`config.mk`:
```
export PLATFORM = sky130hd
export DESIGN_NAME = biquad_mac_seq_flat
export DESIGN_NICKNAME = d
export VERILOG_FILES = /design/src/rtl/biquad_mac_seq_if.sv /design/src/rtl/biquad_mac_seq.sv /design/src/flat_wrapper.sv
export SDC_FILE = /design/constraint.sdc
export NUM_CORES = 1
export LEC_CHECK = 0
export CORE_AREA = 2 2 183 185
export DETAILED_ROUTE_END_ITERATION = 10
export DIE_AREA = 0 0 185 187
export GPL_TIMING_DRIVEN = 0
export PLACE_DENSITY = 0.62
export SETUP_SLACK_MARGIN = 0.4
export SLEW_MARGIN = 10
export SYNTH_ARGS = -nofsm -noshare
export SYNTH_HDL_FRONTEND = slang
export SYNTH_SLANG_ARGS = --single-unit
```
`constraint.sdc`:
```
create_clock -name clk -period 4.1 [get_ports clk]
set_input_delay 0.82 -clock clk [delete_from_list [all_inputs] [get_ports clk]]
set_output_delay 0.82 -clock clk [all_outputs]
set_load 0.01 [all_outputs]
```
`src/rtl/biquad_mac_seq_if.sv`:
```
// Sample, coefficient and shared-multiplier bundle for biquad_mac_seq.
// sat_flag is present only when BIQUAD_MAC_SEQ_SAT_EN is defined.
interface biquad_mac_seq_if #(
  parameter int DATAWIDTH = 16,
  parameter int COEFWIDTH = 16
);
  logic                             hist_clr;
  logic [COEFWIDTH-1:0]             b0;
  logic [COEFWIDTH-1:0]             b1;
  logic [COEFWIDTH-1:0]             b2;
  logic [COEFWIDTH-1:0]             a1;
  logic [COEFWIDTH-1:0]             a2;
  logic [DATAWIDTH-1:0]             din;
  logic                             din_valid;
  logic                             din_ready;
  logic [COEFWIDTH-2:0]             mul_a;
  logic [DATAWIDTH+2:0]             mul_b;
  logic [DATAWIDTH+COEFWIDTH+1:0]   mul_p;
  logic [DATAWIDTH-1:0]             dout;
  logic                             dout_valid;
`ifdef BIQUAD_MAC_SEQ_SAT_EN
  logic                             sat_flag;

  modport slave (
    input  hist_clr, b0, b1, b2, a1, a2,
    input  din, din_valid, mul_p,
    output din_ready, mul_a, mul_b,
    output dout, dout_valid, sat_flag
  );
  modport master (
    output hist_clr, b0, b1, b2, a1, a2,
    output din, din_valid, mul_p,
    input  din_ready, mul_a, mul_b,
    input  dout, dout_valid, sat_flag
  );
`else
  modport slave (
    input  hist_clr, b0, b1, b2, a1, a2,
    input  din, din_valid, mul_p,
    output din_ready, mul_a, mul_b,
    output dout, dout_valid
  );
  modport master (
    output hist_clr, b0, b1, b2, a1, a2,
    output din, din_valid, mul_p,
    input  din_ready, mul_a, mul_b,
    input  dout, dout_valid
  );
`endif
endinterface

```
`src/rtl/biquad_mac_seq.sv`:
```
// Time-multiplexed DF-I biquad controller over one external multiplier.
// BIQUAD_MAC_SEQ_SAT_EN: saturate the output instead of wrapping; adds sat_flag.
module biquad_mac_seq #(
  parameter int DATAWIDTH = 16,
  parameter int COEFWIDTH = 16
) (
  input logic             clk,
  input logic             nreset,
  biquad_mac_seq_if.slave bus
);
  localparam int DW  = DATAWIDTH;
  localparam int CW  = COEFWIDTH;
  localparam int MW  = DW + 3;
  localparam int PW  = DW + CW + 2;
  localparam int AW  = DW + CW + 5;
  localparam int RQW = AW - CW + 2;

  localparam logic signed [AW-1:0] RND =
    {{(AW-CW+2){1'b0}}, 1'b1, {(CW-3){1'b0}}};
  localparam logic [CW-2:0] ONE_C = {{(CW-2){1'b0}}, 1'b1};
  localparam logic [DW:0]   ONE_D = {{DW{1'b0}}, 1'b1};

  typedef enum logic {IDLE, MAC} state_t;

  state_t               state_q, state_d;
  logic [2:0]           step_q, step_d;
  logic signed [AW-1:0] acc_q, acc_d;
  logic [DW-1:0]        x0_q, x0_d, x1_q, x1_d, x2_q, x2_d;
  logic [DW-1:0]        y1_q, y1_d, y2_q, y2_d;
  logic [CW-1:0]        b1_q, b1_d, b2_q, b2_d;
  logic [CW-1:0]        a1_q, a1_d, a2_q, a2_d;
  logic [CW-2:0]        ma_q, ma_d;
  logic [MW-1:0]        mb_q, mb_d;
  logic                 neg_q, neg_d;
  logic [DW-1:0]        dout_q, dout_d;
  logic                 dv_q, dv_d;
  logic                 sat_q, sat_d;

  logic signed [AW-1:0]  ext, sum, rsum;
  logic signed [RQW-1:0] rq;
  logic [DW-1:0]         fit;
  logic                  clip;
  logic [CW-1:0]         nc;
  logic [DW-1:0]         nop;
  logic                  nsub;
  logic                  unused_bits;

  // Most negative coefficient has no positive twin; clamp its magnitude.
  function automatic logic [CW-2:0] mag_c(input logic [CW-1:0] c);
    if (!c[CW-1])
      return c[CW-2:0];
    else if (c[CW-2:0] == '0)
      return '1;
    else
      return ~c[CW-2:0] + ONE_C;
  endfunction

  function automatic logic [MW-1:0] mag_d(input logic [DW-1:0] d);
    logic [DW:0] e;
    e = {d[DW-1], d};
    return {2'b00, d[DW-1] ? (~e + ONE_D) : e};
  endfunction

  always_comb begin
    ext  = {{(AW-PW){1'b0}}, bus.mul_p};
    sum  = neg_q ? acc_q - ext : acc_q + ext;
    rsum = sum + RND;
    rq   = rsum[AW-1:CW-2];
`ifdef BIQUAD_MAC_SEQ_SAT_EN
    clip = 1'b1;
    if (rq > $signed({{(RQW-DW+1){1'b0}}, {(DW-1){1'b1}}}))
      fit = {1'b0, {(DW-1){1'b1}}};
    else if (rq < $signed({{(RQW-DW+1){1'b1}}, {(DW-1){1'b0}}}))
      fit = {1'b1, {(DW-1){1'b0}}};
    else begin
      fit  = rq[DW-1:0];
      clip = 1'b0;
    end
    unused_bits = ^rsum[CW-3:0];
`else
    fit  = rq[DW-1:0];
    clip = 1'b0;
    unused_bits = ^{rsum[CW-3:0], rq[RQW-1:DW]};
`endif
  end

  always_comb begin
    nc   = a2_q;
    nop  = y2_q;
    nsub = 1'b1;
    case (step_q)
      3'd0: begin nc = b1_q; nop = x1_q; nsub = 1'b0; end
      3'd1: begin nc = b2_q; nop = x2_q; nsub = 1'b0; end
      3'd2: begin nc = a1_q; nop = y1_q; end
      default: ;
    endcase
  end

  always_comb begin
    state_d = state_q;
    step_d  = step_q;
    acc_d   = acc_q;
    x0_d = x0_q; x1_d = x1_q; x2_d = x2_q;
    y1_d = y1_q; y2_d = y2_q;
    b1_d = b1_q; b2_d = b2_q;
    a1_d = a1_q; a2_d = a2_q;
    ma_d  = ma_q;
    mb_d  = mb_q;
    neg_d = neg_q;
    dout_d = dout_q;
    dv_d   = 1'b0;
    sat_d  = sat_q;
    if (bus.hist_clr) begin
      state_d = IDLE;
      step_d  = '0;
      acc_d   = '0;
      x1_d = '0; x2_d = '0;
      y1_d = '0; y2_d = '0;
      ma_d = '0; mb_d = '0;
      neg_d = 1'b0;
    end else if (state_q == IDLE) begin
      ma_d = '0;
      mb_d = '0;
      if (bus.din_valid) begin
        state_d = MAC;
        step_d  = '0;
        x0_d = bus.din;
        b1_d = bus.b1; b2_d = bus.b2;
        a1_d = bus.a1; a2_d = bus.a2;
        ma_d  = mag_c(bus.b0);
        mb_d  = mag_d(bus.din);
        neg_d = bus.b0[CW-1] ^ bus.din[DW-1];
      end
    end else begin
      acc_d = sum;
      if (step_q == 3'd4) begin
        state_d = IDLE;
        step_d  = '0;
        acc_d   = '0;
        dout_d  = fit;
        dv_d    = 1'b1;
        sat_d   = clip;
        x2_d = x1_q; x1_d = x0_q;
        y2_d = y1_q; y1_d = fit;
        ma_d = '0; mb_d = '0;
        neg_d = 1'b0;
      end else begin
        step_d = step_q + 3'd1;
        ma_d   = mag_c(nc);
        mb_d   = mag_d(nop);
        neg_d  = nc[CW-1] ^ nop[DW-1] ^ nsub;
      end
    end
  end

  always_ff @(posedge clk or negedge nreset) begin
    if (!nreset) begin
      state_q <= IDLE;
      step_q  <= '0;
      acc_q   <= '0;
      x0_q <= '0; x1_q <= '0; x2_q <= '0;
      y1_q <= '0; y2_q <= '0;
      b1_q <= '0; b2_q <= '0;
      a1_q <= '0; a2_q <= '0;
      ma_q  <= '0;
      mb_q  <= '0;
      neg_q <= 1'b0;
      dout_q <= '0;
      dv_q   <= 1'b0;
      sat_q  <= 1'b0;
    end else begin
      state_q <= state_d;
      step_q  <= step_d;
      acc_q   <= acc_d;
      x0_q <= x0_d; x1_q <= x1_d; x2_q <= x2_d;
      y1_q <= y1_d; y2_q <= y2_d;
      b1_q <= b1_d; b2_q <= b2_d;
      a1_q <= a1_d; a2_q <= a2_d;
      ma_q  <= ma_d;
      mb_q  <= mb_d;
      neg_q <= neg_d;
      dout_q <= dout_d;
      dv_q   <= dv_d;
      sat_q  <= sat_d;
    end
  end

  assign bus.din_ready  = (state_q == IDLE);
  assign bus.mul_a      = ma_q;
  assign bus.mul_b      = mb_q;
  assign bus.dout       = dout_q;
  assign bus.dout_valid = dv_q;
`ifdef BIQUAD_MAC_SEQ_SAT_EN
  assign bus.sat_flag   = sat_q;
`else
  logic unused_sat;
  assign unused_sat = sat_q;
`endif
endmodule

```
`src/flat_wrapper.sv`:
```
// flat-port wrapper written by rule: the top's interface ports become plain ports
module biquad_mac_seq_flat 
#(
  parameter int DATAWIDTH = 16,
  parameter int COEFWIDTH = 16
)
  (clk, nreset, bus_hist_clr, bus_b0, bus_b1, bus_b2, bus_a1, bus_a2, bus_din, bus_din_valid, bus_mul_p, bus_din_ready, bus_mul_a, bus_mul_b, bus_dout, bus_dout_valid);
  biquad_mac_seq_if #(.DATAWIDTH(DATAWIDTH), .COEFWIDTH(COEFWIDTH)) bus_i ();
  input logic clk;
  input logic nreset;
  input wire logic [$bits(bus_i.hist_clr)-1:0] bus_hist_clr;
  input wire logic [$bits(bus_i.b0)-1:0] bus_b0;
  input wire logic [$bits(bus_i.b1)-1:0] bus_b1;
  input wire logic [$bits(bus_i.b2)-1:0] bus_b2;
  input wire logic [$bits(bus_i.a1)-1:0] bus_a1;
  input wire logic [$bits(bus_i.a2)-1:0] bus_a2;
  input wire logic [$bits(bus_i.din)-1:0] bus_din;
  input wire logic [$bits(bus_i.din_valid)-1:0] bus_din_valid;
  input wire logic [$bits(bus_i.mul_p)-1:0] bus_mul_p;
  output wire logic [$bits(bus_i.din_ready)-1:0] bus_din_ready;
  output wire logic [$bits(bus_i.mul_a)-1:0] bus_mul_a;
  output wire logic [$bits(bus_i.mul_b)-1:0] bus_mul_b;
  output wire logic [$bits(bus_i.dout)-1:0] bus_dout;
  output wire logic [$bits(bus_i.dout_valid)-1:0] bus_dout_valid;
  assign bus_i.hist_clr = bus_hist_clr;
  assign bus_i.b0 = bus_b0;
  assign bus_i.b1 = bus_b1;
  assign bus_i.b2 = bus_b2;
  assign bus_i.a1 = bus_a1;
  assign bus_i.a2 = bus_a2;
  assign bus_i.din = bus_din;
  assign bus_i.din_valid = bus_din_valid;
  assign bus_i.mul_p = bus_mul_p;
  assign bus_din_ready = bus_i.din_ready;
  assign bus_mul_a = bus_i.mul_a;
  assign bus_mul_b = bus_i.mul_b;
  assign bus_dout = bus_i.dout;
  assign bus_dout_valid = bus_i.dout_valid;
  biquad_mac_seq #(.DATAWIDTH(DATAWIDTH), .COEFWIDTH(COEFWIDTH)) u_core (.clk(clk), .nreset(nreset), .bus(bus_i));
endmodule
```
==> results.txt, run 1 <==
LEAKAGE: 7.75 nW
Post-Route WL: 41.4 mm
Routed vias: 11600
Buf/Inv on CP: 6
CP max-delay cell: or4_4
Crit path DAT: 4.75 ns
Synth async-reset ratio: 100%
CP top delay family: simple AND/OR/NAND/NOR gates
Non-filler cells in the finished layout: 2044
Slew @ Worst Pin: 0.800 ns
First-pass GRT wire length: 63.3 mm
Router iterations before antenna repair: 7
Clock latency on the worst-skew pair: 0.53 ns
Mapped Area: 0.0128 mm²
Status: complete, but fails checks
Worst hold path type: input pin to async pin
Setup crit end: u_core.bus.dout[14]
Die Width: 185 µm
Number of synthesized flops with an enable pin: 0
Clk slew on worst S/H paths: 0.06 ns
GR Util All Layers: 23.2%
Top FF cell, synth: dfrtp_1
Max incr delay on CP: 0.55 ns
DP Worst Slack: -1.63 ns
Vias per cell: 5.67
Die ar.: 0.0346 mm²
Worst path required time: 4.52 ns
Syn. warnings: 0
Clock tree buffer depth: 3
Final worst path period share: 106%
Sequential fraction of the synthesis area: 44.4%
RSZ-0062 raised after global routing: true
Worst flop-to-flop path endpoint: u_core.bus.dout[14]
Crit start category: input pin
Htree depth: 1
Area Growth Syn to Fin: 40.9%
Number of buffers created by CTS: 25
Core Area: 0.0329 mm²
Max IR drop VDD: 0.000315 V
Synthesized area per cell: 9.98 µm²
Number of flip-flops in the largest register: 30
DIE HEIGHT: 187 µm
Gpl congestion: 0.886
Most frequent cells in the layout: dfrtp_1, clkdlybuf4s50_1, nand2_1
Worst R2R Setup Slack: -0.21 ns
Core Util, Final: 55.1%
CP startpoint: bus_mul_p[3]
Boundary Pins: 186
CTS Root Cell: clkbuf_16
Share of cells above drive strength 1: 27.3%
Max-slew violation count: 0
WL/cell: 20.3 µm
Violated checks: setup timing
Final ANT Viol Nets: 0
# DRC: 0
Fillers: 2907
Most flop-heavy register: u_core.acc_q
Kind of critical path: input pin to register
Detailed Route Iter0 Violations: 1022
Rel. slew slack: 46.7%
Most used cell, CP: buf_6
Final hold violations: 0
CTS tree: built
Worst Skew: 0.0244 ns
Crit-path cells: buf_8, nor4_4, buf_4, buf_6, a31oi_4, o21bai_4, nor2_4, buf_6, xor2_1, ha_1, clkbuf_8, and3_4, and2_4, buf_6, o211ai_1, a211oi_4, nand3_2, or4_4, and3b_2, xor2_2, mux2_4
Row cnt: 67
Initial antenna violation count: 0
Inst Count DP: 1916
CP Capture Type: register
Worst-case reg-to-reg path depth: 15
Minimum clock period: 4.33 ns
Hold Slack: 0.109 ns
Final Setup Violations: 12
Clock tree sinks: 228
Crit Reg-Reg Startpoint: u_core.neg_q
Most common cell after layout, fill and taps aside: dfrtp_1
Crit Path Max Fanout: 4
Critical path depth: 21
Hpwl dp: 29.4 mm
Vias in the first global route: 11400
Hold_buf cts: 0
Final #Nets: 1754
GR Overflow Total: 0
Synth Register Bits: 228
Port Buffers: 176
Power Dens Cells: 416 mW/mm²
Initial Util: 39.1%
Largest net degree at the start of global routing: 113
PnR worst setup slack: -0.232 ns
Syn Inst Count: 1288
Max_cap viols: 0
Yosys cell types: 67
Diodes inserted: 0
F_max: 231 MHz
[power breakdown]
group          switching, mW  internal (mW)  total, mW
sequential             0.145           2.48       2.62
clock                  0.903           1.21       2.12
combinational           1.48           1.32       2.80
[what timing repair did]
action	in CTS	in global routing
setup endpoints to repair	145	95
endpoints found under the hold margin	0	0
resized for setup	186	162
setup buffers	44	39
pin swaps	46	63
cloned	2	0
[through the flow]
step            TNS, ns  total power, mW  area, µm²
2_1_floorplan     -2.28             4.01      13100
5_1_grt           -3.28             7.91      18100
3_5_place_dp     -68.62             4.68      15500
3_3_place_gp   -1790.10             4.64      15400
4_1_cts         -0.0130             7.16      17200
6_report          -1.32             7.54      18100
[kinds of logic (layout without fill, tap and decap cells)]
family	count (synthesis)	count (layout)	synth area share, %
compound gates	376	376	20.7
simple gates	340	340	12.3
flops	228	228	44.4
xor+xnor	116	116	8.05
buf+inv	101	407	3.06
mux	86	86	7.50
fa+ha+maj	40	40	3.95
other cells	1	3	0.0292
[how the worst min path moves through the flow]
stage                          to  cells past startpoint
4_1_cts          u_core.acc_q[21]                      1
3_5_place_dp   u_core.bus.dout[1]                      2
5_1_grt          u_core.acc_q[21]                      1
3_3_place_gp   u_core.bus.dout[8]                      2
6_report         u_core.acc_q[21]                      1
2_1_floorplan     u_core.acc_q[0]                      2
[cell usage after synthesis (all sizes together), types with 9 or more instances]
library cell	n	area, µm²
a21o	22	165
a21oi	67	343
a221oi	16	140
a222oi	32	320
a22o	64	561
a22oi	13	103
a31oi	10	62.6
and3	9	56.3
buf	19	83.8
clkbuf	59	223
dfrtp	228	5710
ha	39	488
inv	23	86.3
mux2	82	923
nand2	129	484
nand3	15	75.1
nand4	9	71.3
nor2	89	334
nor2b	14	87.6
nor3	20	100
nor4	12	75.1
o21ai	97	485
o31ai	11	82.6
or3	12	75.1
xnor2	82	737
xor2	34	298
[layout make-up]
cell class	instances	area, µm²	share of cell area, %
timing repair buffer	263	2500	13.8
clock inverter	5	36.3	0.200
tap	448	561	3.10
multi-input combinational	961	8010	44.2
buffer	78	484	2.67
inverter	23	88.8	0.491
clock buffer	38	724	4.00
sequential	228	5710	31.5
[per-layer routing]
layer / GRT usage, % / routed length (µm)
met5: 0 / 0
met1: 30.7 / 17600
met2: 39.0 / 20100
met3: 4.11 / 2550
met4: 6.23 / 1150
Note: power is estimated with default switching activity, not from simulation.
==> inputs of run 2 (changes only) <==
--- a/config.mk
+++ b/config.mk
@@ -9,6 +9,7 @@
 export DETAILED_ROUTE_END_ITERATION = 10
 export DIE_AREA = 0 0 185 187
 export GPL_TIMING_DRIVEN = 0
+export HOLD_SLACK_MARGIN = 0.03
 export PLACE_DENSITY = 0.62
 export SETUP_SLACK_MARGIN = 0.4
 export SLEW_MARGIN = 10
==> results of run 2 <==
No change in the layout: final DEF, timing and power equal those of run 1.
